===== src/rtl/sparse_chunk_walker.sv =====
// Sparse chunk read sequencer: walks the sparsemap segment by segment and emits
// the bit index of every set bit, closing segments and the chunk with end strobes.
module sparse_chunk_walker #(
    parameter int MEM_SIZE        = 128,
    parameter int PREFIX_SUM_SIZE = 8
) (
    input  logic                                          clk_i,
    input  logic                                          rst_i,
    input  logic                                          start_i,
    input  logic                                          abort_i,
    input  logic                                          chunk_ready_i,
    input  logic [PREFIX_SUM_SIZE-1:0]                    rd_sparsemap_i,
    output logic [$clog2(MEM_SIZE/PREFIX_SUM_SIZE)-1:0]   rd_sparsemap_addr_o,
    output logic [$clog2(PREFIX_SUM_SIZE)-1:0]            pri_enc_match_addr_o,
    output logic                                          pri_enc_end_o,
    output logic                                          chunk_end_o,
    output logic                                          out_valid_o,
    input  logic                                          out_ready_i,
    output logic                                          busy_o,
    output logic                                          done_o,
    output logic [$clog2(MEM_SIZE):0]                     elem_cnt_o
);
    localparam int SEG_NUM = MEM_SIZE / PREFIX_SUM_SIZE;
    localparam int AW      = $clog2(SEG_NUM);
    localparam int MW      = $clog2(PREFIX_SUM_SIZE);
    localparam int CW      = $clog2(MEM_SIZE) + 1;

    typedef enum logic [1:0] {IDLE, LOAD, EMIT, DONE} state_t;

    state_t                     state_r;
    logic [PREFIX_SUM_SIZE-1:0] mask_r;
    logic [AW-1:0]              seg_r;
    logic [CW-1:0]              cnt_r;

    logic                       active_s;
    logic                       load_go_s;
    logic                       hs_s;
    logic                       seg_last_s;
    logic                       seg_done_s;
    logic [PREFIX_SUM_SIZE-1:0] mask_next_s;

    function automatic logic [MW-1:0] lowest_set(input logic [PREFIX_SUM_SIZE-1:0] m);
        logic [MW-1:0] idx;
        idx = {MW{1'b0}};
        for (int i = PREFIX_SUM_SIZE - 1; i >= 0; i--) begin
            if (m[i]) begin
                idx = MW'(i);
            end
        end
        return idx;
    endfunction

    // Handshake qualifiers and strobes; abort and a storage stall suppress all progress.
    always_comb begin
        active_s    = !rst_i && !abort_i && chunk_ready_i;
        load_go_s   = active_s && (state_r == LOAD);
        hs_s        = active_s && (state_r == EMIT) && out_ready_i;
        mask_next_s = mask_r & (mask_r - PREFIX_SUM_SIZE'(1));
        seg_last_s  = (seg_r == AW'(SEG_NUM - 1));
        seg_done_s  = (load_go_s && (rd_sparsemap_i == {PREFIX_SUM_SIZE{1'b0}}))
                    || (hs_s && (mask_next_s == {PREFIX_SUM_SIZE{1'b0}}));

        pri_enc_end_o        = seg_done_s;
        chunk_end_o          = (seg_done_s && seg_last_s)
                             || (!rst_i && abort_i && (state_r != IDLE));
        out_valid_o          = active_s && (state_r == EMIT);
        done_o               = !rst_i && !abort_i && (state_r == DONE);
        busy_o               = (state_r != IDLE);
        rd_sparsemap_addr_o  = seg_r;
        pri_enc_match_addr_o = lowest_set(mask_r);
        elem_cnt_o           = cnt_r;
    end

    // Walk sequencer: one LOAD per segment, one EMIT cycle per accepted element.
    always_ff @(posedge clk_i) begin
        if (rst_i) begin
            state_r <= IDLE;
            mask_r  <= {PREFIX_SUM_SIZE{1'b0}};
            seg_r   <= {AW{1'b0}};
            cnt_r   <= {CW{1'b0}};
        end else begin
            case (state_r)
                IDLE: begin
                    if (start_i && chunk_ready_i) begin
                        seg_r   <= {AW{1'b0}};
                        cnt_r   <= {CW{1'b0}};
                        state_r <= LOAD;
                    end else begin
                        state_r <= IDLE;
                    end
                end
                LOAD: begin
                    if (abort_i) begin
                        state_r <= IDLE;
                        mask_r  <= {PREFIX_SUM_SIZE{1'b0}};
                    end else if (chunk_ready_i) begin
                        mask_r <= rd_sparsemap_i;
                        if (rd_sparsemap_i != {PREFIX_SUM_SIZE{1'b0}}) begin
                            state_r <= EMIT;
                        end else if (seg_last_s) begin
                            state_r <= DONE;
                        end else begin
                            seg_r <= seg_r + AW'(1);
                        end
                    end else begin
                        state_r <= LOAD;
                    end
                end
                EMIT: begin
                    if (abort_i) begin
                        state_r <= IDLE;
                        mask_r  <= {PREFIX_SUM_SIZE{1'b0}};
                    end else if (hs_s) begin
                        mask_r <= mask_next_s;
                        cnt_r  <= cnt_r + CW'(1);
                        if (mask_next_s != {PREFIX_SUM_SIZE{1'b0}}) begin
                            state_r <= EMIT;
                        end else if (seg_last_s) begin
                            state_r <= DONE;
                        end else begin
                            seg_r   <= seg_r + AW'(1);
                            state_r <= LOAD;
                        end
                    end else begin
                        state_r <= EMIT;
                    end
                end
                DONE: begin
                    state_r <= IDLE;
                    mask_r  <= {PREFIX_SUM_SIZE{1'b0}};
                end
                default: begin
                    state_r <= IDLE;
                    mask_r  <= {PREFIX_SUM_SIZE{1'b0}};
                end
            endcase
        end
    end
endmodule


===== config.mk =====
export PLATFORM = sky130hd
export DESIGN_NAME = sparse_chunk_walker
export DESIGN_NICKNAME = d
export VERILOG_FILES = /design/src/rtl/sparse_chunk_walker.sv
export SDC_FILE = /design/constraint.sdc
export NUM_CORES = 1
export LEC_CHECK = 0
export CAP_MARGIN = 0
export CORE_ASPECT_RATIO = 0.6
export CORE_MARGIN = 4
export CORE_UTILIZATION = 45
export DETAILED_ROUTE_END_ITERATION = 10
export GPL_ROUTABILITY_DRIVEN = 1
export GPL_TIMING_DRIVEN = 0
export MAX_ROUTING_LAYER = met4
export PLACE_DENSITY = 0.79
export SLEW_MARGIN = 20
export SYNTH_ARGS = -nofsm -noshare
export SYNTH_HDL_FRONTEND = slang
export SYNTH_SLANG_ARGS = --single-unit

===== constraint.sdc =====
create_clock -name clk_i -period 2.15 [get_ports clk_i]
set_clock_uncertainty 0.15 [all_clocks]
set_input_delay 0.43 -clock clk_i [delete_from_list [all_inputs] [get_ports clk_i]]
set_output_delay 0.43 -clock clk_i [all_outputs]
set_load 0.02 [all_outputs]

==> results by group <==
Placement
  • Final Wtd Congestion: 0.909
  • IO Port Bufs: 33
  • Dpl hpwl: 3150 microns
  • Area post-placement: 0.00197 sq mm

GRT
  • Largest net degree at the start of global routing: 13
  • First-pass GRT wire length: 7960 microns
  • Aggregate global routing overflow: 0
  • Tot GR Track Use: 23.3%
  • Initial antenna violation count: 0
  • Vias in the first global route: 1613

Clock tree
  • Clock Tree Buf Depth: 2
  • Clock-pin slew on the worst setup and hold paths: 80 ps
  • TritonCTS Buffers: 3
  • CTS Root Cell: clkbuf_8
  • H-tree level count: 1
  • Clock Latency Late Sink: 270 ps
  • CTS Hold Bufs: 0
  • CTS tree: yes
  • Sink Count: 22

Die
  • Core Region: 0.00324 sq mm
  • Die Y: 53.0 microns
  • I/O pin count: 34
  • Chip width: 83.1 microns
  • Die footprint: 0.00441 sq mm
  • Site Rows: 16
  • Initial Utilization: 46.9%

Logic synthesis
  • Mapped Avg Cell Area: 8.05 sq um
  • Syn Std Cell Area: 0.00152 sq mm
  • Synth Area in Adders: 5.76%
  • Ys async rst share: 0%
  • FF+latch count, synth: 22
  • EDFF count, synth: 0
  • Synth warn: 0
  • Post-synthesis sequential area ratio: 28.9%
  • Cell accounting for the most synthesized area: dfxtp_1
  • Ys flop type: dfxtp_1
  • Synth cell types: 50
  • Main combinational cell family by area after synthesis: simple AND/OR/NAND/NOR gates
  • Post-Syn Instances: 189
  • Mapped Nets: 210
  • Compound-cell area share of the yosys netlist: 25.4%
  • Area contributors post-synth: dfxtp_1 (29%), a21oi_1 (7.6%), ha_1 (5.8%), nor2_1 (4.9%), nand2_1 (4.7%)
  • Share of the synthesized area in the top cell type: 28.9%
  • Post-Synth XOR/XNOR Area: 3.45%
  • Mux share of post-synthesis cell area: 0.658%
  • Simple-Gate Fraction of Synth Area: 30.3%

STA
  • Crit path time final: 2520 ps
  • Worst slew margin: 64.7%
  • Final Cycle Share: 117%
  • Hold Fails Final Rpt: 0
  • FMAX: 397 MHz
  • Setup ws final: -370 ps
  • Final setup fails: 6
  • RSZ-0062 raised after global routing: true
  • Pins Over Slew Limit: 0
  • Worst-Margin Slew: 526 ps

Min path
  • HP Start: rd_sparsemap_i[2]
  • HP Class: in2reg
  • WHS Endpoint: mask_r[2]
  • Hold Path Depth: 3

Detailed routing
  • Post-route ant nets: 0
  • Total wire length: 4750 microns
  • Vias/cell: 5.87
  • Residual DRC: 0
  • Pre-antenna DRT Iters: 5
  • Routed via count: 1726
  • Drt wl/cell: 16.2 microns
  • 1st-iter DRT viols: 215

Final layout
  • Diode count: 0
  • Final layout net count: 271
  • Final Core Density: 69.1%
  • Fin area: 0.00224 sq mm
  • Share of post-route cells with drive strength above 1: 31.3%
  • Syn-to-layout area delta: 47.4%

Critical path
  • Worst setup EP type: primary output
  • Critical path buffers and inverters: 1
  • Top delay family on crit path: compound AO/OA/AOI/OAI gates
  • CP peak stage delay: 420 ps
  • R2r setup slk: -80 ps
  • Crit-path max FO: 8
  • Crit path required time: 1570 ps
  • Critical R2R Launch: mask_r[2]
  • CP Data Arrival Time: 1940 ps
  • Worst Setup Start Kind: flop
  • Cells along the critical path: o41ai_4 -> o311ai_2 -> a221o_2 -> o21ai_4 -> a22o_4 -> buf_6
  • Slowest-stage cell, CP: a221o_2
  • Reg-to-Reg End: rd_sparsemap_addr_o[3]
  • R2R depth: 6
  • Setup CP Type: reg2out

Power
  • Maximum vdd ir drop: 0.000292 V
  • Leakage power: 0.913 nW
  • PD cells: 423 mW/mm^2

Outcome
  • Failing checks: negative setup slack
  • Status: finished, violations left

Flow run
  • MaxCap Viol Count: 0
## layer usage
layer	vias to the layer above	share of wire [%]	GRT usage, %
met4	0	1.2	3.80
met5	-	0	-
met3	15	9.8	6.69
li1	820	-	-
met2	89	41	33.5
met1	802	48	32.8
## registers in the layout, indices dropped and copies added, names as in the netlist
signal               cells
elem_cnt_o               8
mask_r                   8
state_r                  2
rd_sparsemap_addr_o      4
## Yosys cell counts, types with 2 or more instances
cell      instances
nand3b_1          2
clkbuf_1          2
and3_1            4
a221o_2           2
xor2_1            6
o21ai_0          10
a211oi_1          3
dfxtp_1          22
buf_2             3
ha_1              7
o31ai_1           2
nor2b_1           4
nor3_1            5
nand3_1           4
nor4_2            2
nor2_1           20
buf_6             2
nor3b_1           3
nand4_1           6
inv_1             8
or4_1             2
a22oi_1           2
a21oi_1          23
nand2_1          19
## worst register-to-register path: stages, from the launching register on
cell	delay, ps
dfxtp_4	400
o41ai_4	360
o311ai_2	170
buf_4	170
a32o_2	280
or4_4	530
a21oi_2	110
## through the flow
stage / hold slack, ps / cells / setup TNS, ps / setup WS (ps) / power, mW
after CTS: 376 / 289 / -996 / -377 / 0.945
final: 282 / 294 / -888 / -370 / 0.947
after floorplan: 316 / 189 / -183 / -183 / 0.542
after global placement: 345 / 267 / -13490 / -1080 / 0.615
after detailed placement: 352 / 267 / -14770 / -1100 / 0.617
after global routing: 289 / 294 / -2520 / -423 / 0.985
## cells by family (layout without fill, tap and decap cells)
logic type | Yosys count | in the layout
xor gates and xnor gates | 6 | 6
buffers and inverters | 16 | 76
AOI/OAI and AO/OA | 55 | 55
and+or+nand+nor | 82 | 82
muxes | 1 | 1
adders and majority gates | 7 | 7
DFF | 22 | 22
## worst max path at each step
| stage | from | to | slack [ps] | depth (start not counted) |
|---|---|---|---|---|
| 4_1_cts | mask_r[0] | chunk_end_o | -380 | 7 |
| 2_1_floorplan | state_r[0] | chunk_end_o | -180 | 8 |
| 6_report | mask_r[2] | chunk_end_o | -370 | 6 |
| 3_5_place_dp | abort_i | chunk_end_o | -1100 | 7 |
| 3_3_place_gp | abort_i | chunk_end_o | -1080 | 7 |
| 5_1_grt | mask_r[2] | chunk_end_o | -420 | 6 |
## cell usage in the layout, fill, tap and decap left out, types with 6 or more instances in the layout
master / instances
a21oi_1: 20
clkdlybuf4s50_1: 13
xor2_1: 6
nand2_1: 19
nor2_1: 20
clkbuf_2: 7
nand4_1: 6
inv_1: 7
dfxtp_1: 18
dlygate4sd2_1: 6
buf_4: 26
o21ai_0: 9
## power breakdown
group,total (mW),switching (mW),internal (mW)
clock,0.306,0.143,0.164
sequential,0.427,0.0135,0.413
combinational,0.214,0.118,0.0962
total,0.947,0.274,0.673
## timing repair
action                                  4_1_cts  5_1_grt
pin swaps                                    17       16
gates resized for setup                      46       35
endpoints found under the setup margin       30       29
buffers inserted                             19        8
## cell type report
cell class	count	area, sq um
buffer	4	31.3
clock buffer	4	55.1
timing repair buffer	60	490
sequential	22	450
tap	45	56.3
inverter	8	32.5
multi-input combinational	151	1130
fill	267	1000
Note: power is estimated with default switching activity, not from simulation.
